<file path="config.mk">
export PLATFORM = sky130hd
export DESIGN_NAME = hamming_enc_arbiter
export DESIGN_NICKNAME = d
export VERILOG_FILES = /design/src/rtl/hamming_enc_arbiter.sv
export SDC_FILE = /design/constraint.sdc
export NUM_CORES = 1
export LEC_CHECK = 0
export CORE_MARGIN = 4
export CORE_UTILIZATION = 42
export CTS_CLUSTER_DIAMETER = 60
export DETAILED_ROUTE_END_ITERATION = 8
export GPL_TIMING_DRIVEN = 1
export PLACE_DENSITY = 0.86
export SYNTH_ARGS = -nofsm -noshare
export SYNTH_HDL_FRONTEND = slang
export SYNTH_SLANG_ARGS = --single-unit
</file>
<file path="constraint.sdc">
create_clock -name clk -period 4.75 [get_ports clk]
set_input_delay 0.95 -clock clk [delete_from_list [all_inputs] [get_ports clk]]
set_output_delay 0.95 -clock clk [all_outputs]
set_load 0.005 [all_outputs]
</file>
<file path="src/rtl/hamming_enc_arbiter.sv">
// Round-robin front end that lets NUM_CH requesters share one pulse-driven
// 16->21 Hamming encoder and returns each codeword tagged with its channel ID.
module hamming_enc_arbiter #(
    parameter int NUM_CH  = 4,
    parameter int ID_W    = 2,
    parameter int TIMEOUT = 15,
    parameter int TO_W    = 4
) (
    input  logic                 clk,
    input  logic                 rst,
    input  logic [NUM_CH-1:0]    req_valid,
    input  logic [NUM_CH*16-1:0] req_data,
    output logic [NUM_CH-1:0]    req_ready,
    output logic [15:0]          enc_data,
    output logic                 enc_valid,
    input  logic                 enc_rdy,
    output logic                 enc_take,
    input  logic [20:0]          enc_code,
    output logic                 out_valid,
    input  logic                 out_ready,
    output logic [20:0]          out_data,
    output logic [ID_W-1:0]      out_id,
    output logic                 err_timeout,
    output logic                 busy
);

    typedef enum logic [2:0] {IDLE, ISSUE, WAIT, TAKE, OUT} state_t;

    state_t          state, stateNext;
    logic [ID_W-1:0] rrPtr;
    logic [ID_W-1:0] grantId;
    logic            grantHit;
    logic [TO_W-1:0] toCnt;
    logic [15:0]     chWord [NUM_CH];

    for (genvar k = 0; k < NUM_CH; k++) begin : gCh
        assign chWord[k] = req_data[16*k +: 16];
    end

    // First requester strictly after the last grant, wrapping.
    always_comb begin : rrPick
        int c;
        logic [ID_W-1:0] idx;
        c        = 0;
        idx      = '0;
        grantHit = 1'b0;
        grantId  = '0;
        for (int i = 1; i <= NUM_CH; i++) begin
            c   = (int'(rrPtr) + i) % NUM_CH;
            idx = ID_W'(c);
            if (!grantHit && req_valid[idx]) begin
                grantHit = 1'b1;
                grantId  = idx;
            end
        end
    end

    always_comb begin
        stateNext   = state;
        req_ready   = '0;
        enc_valid   = 1'b0;
        enc_take    = 1'b0;
        out_valid   = 1'b0;
        err_timeout = 1'b0;
        busy        = (state != IDLE);
        case (state)
            IDLE: begin
                // Gated by rst so nothing is acknowledged while held in reset.
                if (grantHit && rst) begin
                    req_ready[grantId] = 1'b1;
                    stateNext          = ISSUE;
                end
            end
            ISSUE: begin
                enc_valid = 1'b1;
                stateNext = WAIT;
            end
            WAIT: begin
                if (enc_rdy) begin
                    stateNext = TAKE;
                end else if (toCnt == TO_W'(TIMEOUT - 1)) begin
                    err_timeout = 1'b1;
                    stateNext   = IDLE;
                end
            end
            TAKE: begin
                enc_take  = 1'b1;
                stateNext = OUT;
            end
            OUT: begin
                out_valid = 1'b1;
                if (out_ready) stateNext = IDLE;
            end
            default: stateNext = IDLE;
        endcase
    end

    always_ff @(posedge clk or negedge rst) begin
        if (!rst) begin
            state    <= IDLE;
            rrPtr    <= ID_W'(NUM_CH - 1);
            enc_data <= '0;
            out_data <= '0;
            out_id   <= '0;
            toCnt    <= '0;
        end else begin
            state <= stateNext;
            if (req_ready != '0) begin
                enc_data <= chWord[grantId];
                out_id   <= grantId;
                rrPtr    <= grantId;
            end
            // Counter value in WAIT is the number of WAIT cycles already spent.
            if (state == ISSUE)     toCnt <= '0;
            else if (state == WAIT) toCnt <= toCnt + 1'b1;
            if (enc_take) out_data <= enc_code;
        end
    end

endmodule

</file>
; Yosys cells after proc, flatten, opt, wreduce, memory -nomap -nowiden
; Index checks and enable logic that the tools add are counted.
[classes]
bitwise = 1
n_reduce_logical = 13
eq_ne = 8
muxes = 36
addsub = 5
magnitude_cmp = 7
[op_table]
columns = cell, count
row1 = binary-select mux 16 bit (select 2 bit), 1
row2 = 2-to-1 mux 16 bit, 2
row3 = 2-to-1 mux 4 bit, 4
row4 = less-than comparator 2 x 3 -> 1 bit (second input constant), 5
row5 = 2-to-1 mux 1 bit, 15
row6 = one-hot mux 3 bit (5 select lines), 1
row7 = 2-to-1 mux 3 bit, 4
row8 = binary-select mux 1 bit (select 2 bit), 4
row9 = 2-to-1 mux 2 bit, 4
row10 = equality test 3 x 2 -> 1 bit (second input constant), 2
row11 = logical AND 1 bit, 5
row12 = adder 2 x 1 -> 2 bit (second input constant), 2
row13 = adder 2 bit (second input constant), 2
row14 = adder 4 x 1 -> 4 bit (second input constant), 1
row15 = equality test 4 bit (second input constant), 1
row16 = != test 2 bit (second input constant), 2
row17 = nonzero test 4 bit, 1
row18 = equality test 3 x 1 -> 1 bit (second input constant), 1
row19 = equality test 3 bit (second input constant), 1
row20 = greater-or-equal comparator 3 bit (second input constant), 1
row21 = logical NOT 1 bit, 3
row22 = logical NOT 3 bit, 1
row23 = != test 3 bit (second input constant), 1
row24 = inverter 2 -> 3 bit, 1
row25 = 5 further kinds, 5
[totals]
wordCells = 76
register_bits = 48
output_inout_bits = 48
in_bits = 93

; Logic depth before layout (Yosys ltp)
[logic_depth]
ltp_word = 20
mapped_depth = 7
ltp_nobuf = 4

; Least setup slack after synthesis
; OpenSTA, ideal clock, no wires.
[synth_timing]
path_type = input-to-output
start = in req_valid[0]
end = out req_ready[0]
t_arrival_ns = 2.127
slack_ns = 1.673
t_required_ns = 3.800
n_path_buf = 3
stages = 6
path_cell_list = buf_6 or4_4 and3_1 buf_6 buf_6 and2_1
[synth_between]
elab_chain_len = 18
elab_cells_between_ends = 30
classes_between = order compare (2) / mux (20) / reduce/logical (8)
[synth_lines]
columns = item, line
row1 = start: declaration, 11  ; input logic [NUM_CH-1:0] req_valid,
row2 = binary-select mux 1 bit (select 2 bit), 51  ; if (!grantHit && req_valid[idx]) begin
row3 = 2-to-1 mux 1 bit (implied by the code), 51
row4 = 2-to-1 mux 1 bit, 51
row5 = logical NOT 1 bit, 51
row6 = logical AND 1 bit, 51
row7 = 2-to-1 mux 1 bit, 51
row8 = logical NOT 1 bit, 51
row9 = logical AND 1 bit, 51
row10 = [2 not listed], -
row11 = logical AND 1 bit, 51
row12 = 2-to-1 mux 2 bit, 51
row13 = less-than comparator 2 x 3 -> 1 bit (implied by the code) / greater-or-equal comparator 2 x 1 -> 1 bit (equally long branches), 70  ; req_ready[grantId] = 1'b1;
row14 = logical AND 1 bit (implied by the code), 70
row15 = 2-to-1 mux 1 bit (implied by the code), 70
row16 = demux 1 bit (select 2 bit), 70
row17 = 2-to-1 mux 4 bit *, 69  ; if (grantHit && rst) begin
row18 = 2-to-1 mux 4 bit *, 66  ; case (state)
row19 = end: declaration, 13  ; output logic [NUM_CH-1:0] req_ready,
; Mark *: on every way between the ends. The rest lies on a longest branch, timed or not. The select of a mux whose other input is x is not followed.

; Worst setup path after layout
[layout_timing]
start = in req_valid[2]
end = out req_ready[0]
; Same word-level chain as after synthesis.

==> flow_metrics.tcl <==
set metrics [dict create \
    yosys.area_share.simple_pct 22.53 \
    firstDrtPassIters 4 \
    grt_util_all_layers_pct 21.80 \
    synth_area_leaders "dfrtp_1 (46%), nand2_1 (13%), a32oi_1 (5.6%), a41oi_1 (5.6%), a31oi_1 (4.5%)" \
    grt_overflow 0 \
    avgViaCountPerCell 5.361 \
    drc 0 \
    multi_input_comb_area_um2 1142 \
    yosysTopAreaCell "dfrtp_1" \
    synth-xor-area-share_pct 0.3497 \
    synth_cell_types 44 \
    grt_start_max_net_pins 49 \
    cts.sinks 48 \
    synthTopCellsByCount "nand2_1 (84), dfrtp_1 (46), nor2_1 (23), a31oi_1 (18)" \
    fillers 436 \
    slew_violations 0 \
    power.density_nw_per_um2 529.2 \
    dp_hpwl_mm 6.174 \
    fin_crit_ns 4.148 \
    synth_adder_area_share_pct 0.9990 \
    syn-instance-count 278 \
    fin_area_um2 4064 \
    cts_buffers 5 \
    syn-cell-area_um2 2505 \
    drv_cap 0 \
    rows 27 \
    postRouteAntennaNets 0 \
    die_y_um 85.23 \
    ir_drop_uv 288.4 \
    grt_pass1_vias 2667 \
    die_width_um 85.23 \
    synth_edf_count 0 \
    syn2layout_area_growth_pct 62.24 \
    postCtsResizedCells 0 \
    status "completed" \
    wirelength_mm 7.957 \
    drive_above_1_share_pct 6.731 \
    clk_latency_ns 0.30 \
    synth_top_area_share_pct 45.95 \
    arrival_ns 3.20 \
    clock_path_buffers 2 \
    ys.flop_type "dfrtp_1" \
    num_antenna_cells 0 \
    fmax_mhz 241.1 \
    root_buffer "clkbuf_8" \
    via_count 2616 \
    clkTransAtPathRegs_ns 0.09 \
    finalSetupTns_ns 0 \
    ios 141 \
    synth_top_family_by_area "simple AND/OR/NAND/NOR gates" \
    hold_buffers 0 \
    synth_mux_area_share_pct 0.3996 \
    required_ns 3.80 \
    htree_num_levels 2 \
    synth-compound-area-share_pct 21.33 \
    layoutNonFillerInstCount 488 \
    rsz0062_at_grt "false" \
    worstSetupPathType "in -> out" \
    syn_avg_cell_area_um2 9.010 \
    finalHoldViolCount 0 \
    worstSetupStartpointType "input port" \
    finalCritPeriodShare_pct 87.33 \
    cp_max_fo 17 \
    gp_congestion 0.8735 \
    cts_setup_buffers 0 \
    crit_path_end_kind "output pin" \
    design.core.area_um2 5642 \
    dpl.cell_count 480 \
    yosysSeqAreaShare_pct 48.05 \
    dieArea_um2 7263 \
    antenna_found_initial 0 \
    placed_area_um2 3949 \
    fin_worst_skew_ns 0.01095 \
    portBuffers 140 \
    finalSetupViolations 0 \
    drt_iter0_drc 124 \
    synthArstFlopShare_pct 100.0 \
    yosys_register_bits 48 \
    grt_pass1_wl_mm 12.79 \
    maxSlewHeadroom_pct 49.11 \
    nets 510 \
    cts_tree "done" \
    syn_nets 373 \
    synth_most_common_cell "nand2_1" \
    start_util_pct 44.40 \
    p_leak_nw 1.718 \
    tightest_slew_ns 0.7611 \
    regArea_um2 1204 \
    hp-class "reg -> reg" \
    drt-wirelength-per-cell_um 16.31 \
    yosys_warnings 0 \
]
==> layout make-up <==
cell class	count	area share, %
Multi-Input combinational cell	201	28.11
Inverter	7	0.6466
Tap cell	72	2.217
Timing Repair Buffer	152	36.58
Clock buffer	5	1.693
Sequential cell	48	29.62
Clock inverter	3	1.139
==> kinds of logic after synthesis <==
family	Yosys count
and+or+nand+nor	130
AOI/OAI and AO/OA	67
DFF	48
buffers and inverters	29
adders and majority gates	2
xor gates and xnor gates	1
muxes	1
==> worst paths after layout <==
| kind | slack [ns] | start | end | cells after the start |
|---|---|---|---|---|
| min in group asynchronous | 0.82 | rst | enc_data[7]$_DFFE_PN0P_ | 2 |
| max in group asynchronous | 3.52 | rst | out_data[1]$_DFFE_PN0P_ | 2 |
| worst max register to register | 2.85 | rrPtr[1]$_DFFE_PN1P_ | enc_data[7]$_DFFE_PN0P_ | 4 |
| worst min-delay path | 0.48 | out_data[14]$_DFFE_PN0P_ | out_data[14]$_DFFE_PN0P_ | 2 |
| worst max-delay path | 0.60 | req_valid[2] | req_ready[0] | 5 |
| worst min register to register | 0.48 | out_data[14]$_DFFE_PN0P_ | out_data[14]$_DFFE_PN0P_ | 2 |
==> power breakdown <==
| part | switching (W) | leakage [nW] | internal (W) |
|---|---|---|---|
| registers | 0.000134 | 0.570 | 0.000613 |
| clock network | 0.000137 | 0.0548 | 0.000159 |
| logic | 0.000489 | 1.09 | 0.000619 |
| total | 0.000760 | 1.72 | 0.00139 |
==> layout by cell type (no fill, tap or decap), types with 2 or more instances in the layout <==
cell type	instances
inv_1	7
nor2_1	23
o21ai_1	2
a32oi_1	16
dfrtp_1	46
nand3_1	2
a21o_1	2
nor3_1	2
clkdlybuf4s50_1	139
and3_1	2
nand2b_1	3
nand2_1	84
a31oi_1	18
nand3b_1	2
ha_1	2
a41oi_1	16
nor3b_1	3
dfstp_2	2
o21ai_0	3
buf_4	12
clkbuf_8	5
==> critical path: stages <==
cell             delay (ns)
clkdlybuf4s50_1        0.63
o21bai_1               0.23
a311o_1                0.67
and2_1                 0.21
clkdlybuf4s50_1        0.50
==> per-layer routing <==
metal  vias up  share of wire, %  GRT usage (%)
met3         7                10          4.272
met5         -                 0              0
li1       1272                 -              -
met1      1199                39          28.66
met4         0              0.93          5.468
met2       138                49          36.86
==> flip-flops by register name, indices dropped and copies added (netlist names) <==
register  count
state         3
enc_data     16
out_data     21
rrPtr         2
out_id        2
toCnt         4
==> per-stage QoR <==
stage	utilization (%)	hold WS [ns]	setup WS [ns]	power [W]
finish	72.03	0.4791	0.6020	0.002151
global route	72.03	0.4998	0.4386	0.002326
CTS	72.03	0.4840	0.5884	0.002175
detailed placement	69.99	0.4611	0.6003	0.001874
global placement	69.99	0.4568	0.6767	0.001841
floorplan	-	0.4580	1.673	0.001278
(Power assumes the default switching activity.)
